**src/rtl/frame_bank_pkg.sv**
```systemverilog
// Shared types and helpers for the N-bank frame-buffer sequencer.
package frame_bank_pkg;

    typedef enum logic [1:0] {
        IDLE    = 2'd0,
        PREFILL = 2'd1,
        PLAY    = 2'd2,
        STALL   = 2'd3
    } bank_state_t;

    localparam int MAX_BANKS = 8;
    localparam int MAX_PTR_W = $clog2(MAX_BANKS);

    // Modulo-n increment; n need not be a power of two.
    function automatic logic [MAX_PTR_W-1:0] bank_inc(input logic [MAX_PTR_W-1:0] ptr,
                                                      input int n);
        logic [MAX_PTR_W-1:0] nxt;
        if (int'(ptr) >= n - 1) nxt = '0;
        else                    nxt = ptr + MAX_PTR_W'(1);
        return nxt;
    endfunction

endpackage

```
**src/rtl/bank_ring_ptr.sv**
```systemverilog
// Modulo-N ring pointer with synchronous clear and increment.
module bank_ring_ptr
    import frame_bank_pkg::*;
#(
    parameter int N = 2,
    parameter int W = $clog2(N)
) (
    input  logic         clk,
    input  logic         rst,
    input  logic         inc,
    input  logic         clr,
    output logic [W-1:0] ptr
);

    logic [MAX_PTR_W-1:0] ptr_ext;

    assign ptr_ext = MAX_PTR_W'(ptr);

    always_ff @(posedge clk or posedge rst) begin
        if (rst)      ptr <= '0;
        else if (clr) ptr <= '0;
        else if (inc) ptr <= W'(bank_inc(ptr_ext, N));
    end

endmodule

```
**src/rtl/frame_bank_ctrl.sv**
```systemverilog
// N-bank frame-buffer sequencer: schedules bank fills and tear-free display switching.
// Optional underrun statistics are built when FRAME_BANK_STATS_EN is defined.
module frame_bank_ctrl
    import frame_bank_pkg::*;
#(
    parameter int  NUM_BANKS     = 2,
    parameter int  PREFILL_BANKS = 1,
    parameter int  FRAME_REPEAT  = 2,
    localparam int BANK_W        = $clog2(NUM_BANKS)
) (
    input  logic                 CLK_40,
    input  logic                 reset,
    input  logic                 init,
    input  logic                 wr_done,
    input  logic                 frame_done,
    output logic                 start_req,
    output logic [BANK_W-1:0]    wr_bank,
    output logic [NUM_BANKS-1:0] rd_bank_onehot,
    output logic                 VGA_en,
    output logic                 pause_en,
    output logic [1:0]           state_dbg,
    output logic [15:0]          underrun_cnt
);

    localparam int                 CNT_W       = $clog2(NUM_BANKS + 1);
    localparam logic [CNT_W-1:0]   ONE_CNT     = CNT_W'(1);
    localparam logic [CNT_W-1:0]   TWO_CNT     = CNT_W'(2);
    localparam logic [CNT_W-1:0]   FULL_CNT    = CNT_W'(NUM_BANKS);
    localparam logic [CNT_W-1:0]   PREFILL_CNT = CNT_W'(PREFILL_BANKS);
    localparam logic [3:0]         REP_LAST    = 4'(FRAME_REPEAT - 1);
    localparam logic [NUM_BANKS-1:0] BANK0_HOT = NUM_BANKS'(1);

    bank_state_t       state, next_state;
    logic              init_q, init_rise, flush;
    logic [CNT_W-1:0]  fill_cnt;
    logic [3:0]        rep_cnt;
    logic              fill_busy;
    logic              rel_bank, rep_inc;
    logic              wr_accept, start_cond;
    logic [BANK_W-1:0] wr_ptr, rd_ptr;

    assign init_rise = init & ~init_q;

    // Writer handshake: start_req is a one-cycle request for bank wr_bank; the writer
    // answers with a one-cycle wr_done, and only one fill is ever outstanding (fill_busy).
    assign wr_accept  = wr_done & fill_busy & ~flush;
    assign start_cond = (state != IDLE) & ~fill_busy & (fill_cnt < FULL_CNT)
                        & ~wr_done & ~flush;

    always_ff @(posedge CLK_40 or posedge reset) begin
        if (reset) state <= IDLE;
        else       state <= next_state;
    end

    always_comb begin
        next_state = state;
        rel_bank   = 1'b0;
        rep_inc    = 1'b0;
        flush      = init_rise & (state != IDLE);
        case (state)
            IDLE: begin
                if (init_rise) next_state = PREFILL;
            end
            PREFILL: begin
                if (fill_cnt >= PREFILL_CNT) next_state = PLAY;
            end
            PLAY: begin
                if (frame_done) begin
                    if (rep_cnt < REP_LAST)      rep_inc    = 1'b1;
                    else if (fill_cnt >= TWO_CNT) rel_bank   = 1'b1;
                    else                          next_state = STALL;
                end
            end
            STALL: begin
                if (frame_done && fill_cnt >= TWO_CNT) begin
                    rel_bank   = 1'b1;
                    next_state = PLAY;
                end
            end
            default: next_state = IDLE;
        endcase
        if (flush) begin
            next_state = PREFILL;
            rel_bank   = 1'b0;
            rep_inc    = 1'b0;
        end
    end

    always_ff @(posedge CLK_40 or posedge reset) begin
        if (reset) begin
            init_q    <= 1'b0;
            start_req <= 1'b0;
            wr_bank   <= '0;
            fill_cnt  <= '0;
            rep_cnt   <= '0;
            fill_busy <= 1'b0;
        end else begin
            init_q    <= init;
            start_req <= start_cond;
            if (flush) begin
                wr_bank   <= '0;
                fill_cnt  <= '0;
                rep_cnt   <= '0;
                fill_busy <= 1'b0;
            end else begin
                if (start_cond) begin
                    fill_busy <= 1'b1;
                    wr_bank   <= wr_ptr;
                end else if (wr_accept) begin
                    fill_busy <= 1'b0;
                end
                // A fill completing in the release cycle cancels the decrement.
                if (wr_accept && !rel_bank)      fill_cnt <= fill_cnt + ONE_CNT;
                else if (rel_bank && !wr_accept) fill_cnt <= fill_cnt - ONE_CNT;
                if (rel_bank)     rep_cnt <= '0;
                else if (rep_inc) rep_cnt <= rep_cnt + 4'd1;
            end
        end
    end

    bank_ring_ptr #(.N(NUM_BANKS), .W(BANK_W)) u_wr_ptr (
        .clk (CLK_40),
        .rst (reset),
        .inc (wr_accept),
        .clr (flush),
        .ptr (wr_ptr)
    );

    bank_ring_ptr #(.N(NUM_BANKS), .W(BANK_W)) u_rd_ptr (
        .clk (CLK_40),
        .rst (reset),
        .inc (rel_bank),
        .clr (flush),
        .ptr (rd_ptr)
    );

    // Display select is decoded from registers, so it moves only on the edge after frame_done.
    assign rd_bank_onehot = (state == PLAY || state == STALL) ? (BANK0_HOT << rd_ptr) : '0;
    assign VGA_en         = (state == PLAY) || (state == STALL);
    assign pause_en       = (state == STALL);
    assign state_dbg      = state;

`ifdef FRAME_BANK_STATS_EN
    logic [15:0] underrun_q;
    logic        to_stall;

    assign to_stall = (state == PLAY) && (next_state == STALL);

    always_ff @(posedge CLK_40 or posedge reset) begin
        if (reset)                                   underrun_q <= '0;
        else if (flush)                              underrun_q <= '0;
        else if (to_stall && underrun_q != 16'hFFFF) underrun_q <= underrun_q + 16'd1;
    end

    assign underrun_cnt = underrun_q;
`else
    assign underrun_cnt = '0;
`endif

endmodule
```
**config.mk**
```make
export PLATFORM = sky130hd
export DESIGN_NAME = frame_bank_ctrl
export DESIGN_NICKNAME = d
export VERILOG_FILES = /design/src/rtl/frame_bank_pkg.sv /design/src/rtl/bank_ring_ptr.sv /design/src/rtl/frame_bank_ctrl.sv
export SDC_FILE = /design/constraint.sdc
export NUM_CORES = 1
export LEC_CHECK = 0
export BUFFER_PORTS_ARGS = -buffer_cell sky130_fd_sc_hd__buf_2
export CAP_MARGIN = 40
export CORE_MARGIN = 4
export CORE_UTILIZATION = 44
export CTS_CLUSTER_DIAMETER = 80
export CTS_CLUSTER_SIZE = 24
export DETAILED_ROUTE_END_ITERATION = 10
export PLACE_DENSITY = 0.74
export SYNTH_ARGS = -nofsm -noshare
export SYNTH_HDL_FRONTEND = slang
export SYNTH_SLANG_ARGS = --single-unit
```
**constraint.sdc**
```tcl
create_clock -name CLK_40 -period 1.9 [get_ports CLK_40]
set_clock_uncertainty 0.2 [all_clocks]
set_input_delay 0.095 -clock CLK_40 [delete_from_list [all_inputs] [get_ports CLK_40]]
set_output_delay 0.095 -clock CLK_40 [all_outputs]
set_load 0.02 [all_outputs]
```
==> results.md <==
- Synth-to-Final Area Change: 15.23%
- FP Rows: 15
- FF-to-FF path depth: 6
- Synth Area per Inst: 9.364 µm²
- Period utilization: 1.002
- Avg Vias per Cell: 4.612
- Die H: between 50 and 60 µm
- Crit path buffers/inverters: 1
- Antenna violations before repair: 0
- Met2 WL: approximately 740 µm
- Static leakage: 0.5022 nW
- Reg area: 350.3 µm²
- Count of cell types in the netlist: 32
- Worst min-delay path class: primary input to async pin
- Final worst slack: -0.004590 ns
- Layout cells sized above 1: 0.2193
- Reg-to-Reg End: rep_cnt[1]
- H-Tree Level Count: 1
- Setup tns final: -0.004590 ns
- Vias: roughly 640
- Final setup fails: 1
- Critical path's slowest cell: or4b_4
- Reg-to-reg startpoint: rep_cnt[0]
- Commonest non-fill, non-tap cells in the layout: conb_1 (16), dfrtp_1 (14), buf_2 (12), nor2_1 (10), inv_1 (6)
- CTS sink cnt: 14
- Synthesis warning total: 0
- Final Hold Viols: 0
- Die Footprint: 2755 µm²
- Startpoint types: flop
- CP endpoint kind: flop
- Fillers: roughly 170
- Failing checks: negative setup slack
- Pre-antenna DRT Iters: 4
- CTS Buffer Depth: 2
- Worst endpoint data arrival time: 1.86 ns
- First-pass GRT wire length: approximately 2600 µm
- I/O pin count: 29
- Global placer's final weighted congestion: 0.7415
- Flops & latches, synth: 14
- Number of global-route vias before repair: 600
- Crit-path cells: inv_1 -> ha_2 -> or4b_4 -> nor3_4 -> mux2i_1 -> nor2_1
- CTS buffer count: 3
- DRT met1 WL: a little under 700 µm
- CTS tree: done
- Final HPWL DP: 1190 µm
- Metal3 WL: 153 µm
- Grt ovf: 0
- Crit Path Max Fanout: 5
- Family with the most delay on the worst path: simple AND/OR/NAND/NOR gates
- Max Cap Viol: 0
- Pwr per Cell Area: 1439 nW/µm²
- Clock root buffer: clkbuf_4
- Post-synthesis sequential area ratio: 0.4023
- Initial Util: 0.4833
- Port bufs: 12
- Final Max Tran Viols: 0
- Overall power: around 1.4 mW
- Footprint of the multi-input gates: between 400 and 500 µm²
- Hold Slack: around 0.17 ns
- Reg clk slew, reported paths: about 0.080 ns
- RSZ-0062 raised after global routing: true
- Status: complete, but fails checks
- Core area: between 1500 and 2000 µm²
- CP required: 1.86 ns
- Mapped Area: roughly 870 µm²
- Post-DRT Antenna Nets: 0
- Commonest non-fill, non-tap cell in the layout: conb_1
- Tightest Pin Transition: 0.5227 ns
- Nets: approximately 120
- Critical setup path kind: flop to flop
- Fmax: between 500 and 600 MHz
- DRT iter0 DRCs: 8
- Final WL: 1574 µm
- Worst skew pair latency: between 0.2 and 0.3 ns
- Slew HR: 0.6512
- Pin count of the biggest net entering global routing: 15
- Drt drc: 0
- VDD IR max: around 0.68 mV
- Tot GR Track Use: 0.1303
- Mapped Cells: 93
- Chip width: approximately 52 µm
- Reg2reg setup slack: -0.005 ns
- CP max stage delay: around 0.52 ns
- WL/cell: roughly 11 µm
- Final critical-path required period: about 1.9 ns
- Number of diodes: 0
- Top sig layer: met3
==> worst register-to-register path, stage by stage, from the launching register on <==
cell and delay [ns]:
dfrtp_1 0.38, inv_1 0.07, ha_2 0.17, or4b_4 0.52, nor3_4 0.19, mux2i_1 0.20, nor2_1 0.05
==> worst max-delay path by stage <==
stage / from / to / slack [ns] / cells after the start
after floorplan: state_dbg[0] / rep_cnt[1] / 0.02 / 4
after global placement: rep_cnt[0] / rep_cnt[1] / 0.02 / 6
after detailed placement: rep_cnt[0] / rep_cnt[1] / -0.04 / 6
after CTS: rep_cnt[0] / rep_cnt[1] / -0.006 / 6
after global routing: rep_cnt[0] / rep_cnt[1] / -0.09 / 6
final: rep_cnt[0] / rep_cnt[1] / -0.005 / 6
==> area by class of cell <==
type                    instances  area share
multi-input cells              69      0.4239
clock buffers                   4     0.03616
flip-flops and latches         14      0.3491
repair buffers                 21      0.1372
inverters                       6     0.02244
well taps                      25     0.03117
==> registers in the layout, indices dropped and copies added (netlist names) <==
signal,flops
u_wr_ptr.ptr,1
rep_cnt,4
start_req,1
wr_bank,1
u_rd_ptr.ptr,1
init_q,1
fill_cnt,2
fill_busy,1
state_dbg,2
==> layer usage <==
metal / up-vias / global-route usage
li1: 320 / -
met1: 293 / 0.1604
met2: 28 / 0.2087
met3: 0 / 0.05983
met4: 0 / 0.02553
met5: - / 0
==> timing repair <==
item                                    4_1_cts  5_1_grt
pin swaps                                     1        2
gates cloned                                  0        0
setup buffers                                 0        1
resized for setup                             0        1
endpoints found under the setup margin        2        5
hold endpoints to repair                     18        0
hold buffers                                  4        0
==> synthesized netlist by cell type, drive strengths merged <==
master,instances,area (µm²)
or2b,1,7.510
inv,6,22.52
or3,1,6.260
a22o,1,8.760
a31oi,3,18.77
nand2,3,11.26
nor3b,1,7.510
nand4,1,6.260
or4b,1,13.76
nand2b,1,6.260
clkbuf,3,11.26
nor3,2,21.27
nor2,10,37.54
o21bai,1,7.510
nand3b,1,7.510
o31ai,1,7.510
buf,16,120.1
xor2,1,8.760
nand3,2,15.01
xnor2,4,35.03
dfrtp,14,350.3
and2,3,18.77
o22ai,1,6.260
mux2i,1,10.01
nor2b,3,18.77
a21oi,5,25.02
o21a,1,7.510
conb,1,3.750
ha,4,50.05
==> cell families after synthesis <==
kind of cell,count (synthesis),share of synthesized area
AND/OR/NAND/NOR,30,0.2040
AO/OA/AOI/OAI,13,0.09340
buffers and inverters,25,0.1767
flip-flops,14,0.4023
XOR/XNOR,5,0.05029
other,1,0.004306
adder cells (fa/ha/maj),4,0.05747
multiplexers,1,0.01149
==> stage by stage <==
step,worst slack [ns],utilization,cell area [µm²],std cells
global route,-0.09192,0.5569,1003,139
finish,-0.004590,0.5569,1003,139
CTS,-0.005962,0.5514,993.5,138
global placement,0.02240,0.5090,917.1,130
floorplan,0.02058,-,927.1,108
detailed placement,-0.04183,0.5090,917.1,130
==> where the power goes <==
| part | total, mW | switching [mW] | internal, mW |
|---|---|---|---|
| Combinational | 0.743 | 0.425 | 0.318 |
| Sequential | 0.492 | 0.0938 | 0.398 |
| Clock | 0.209 | 0.0921 | 0.117 |
Note: power is estimated with default switching activity, not from simulation.
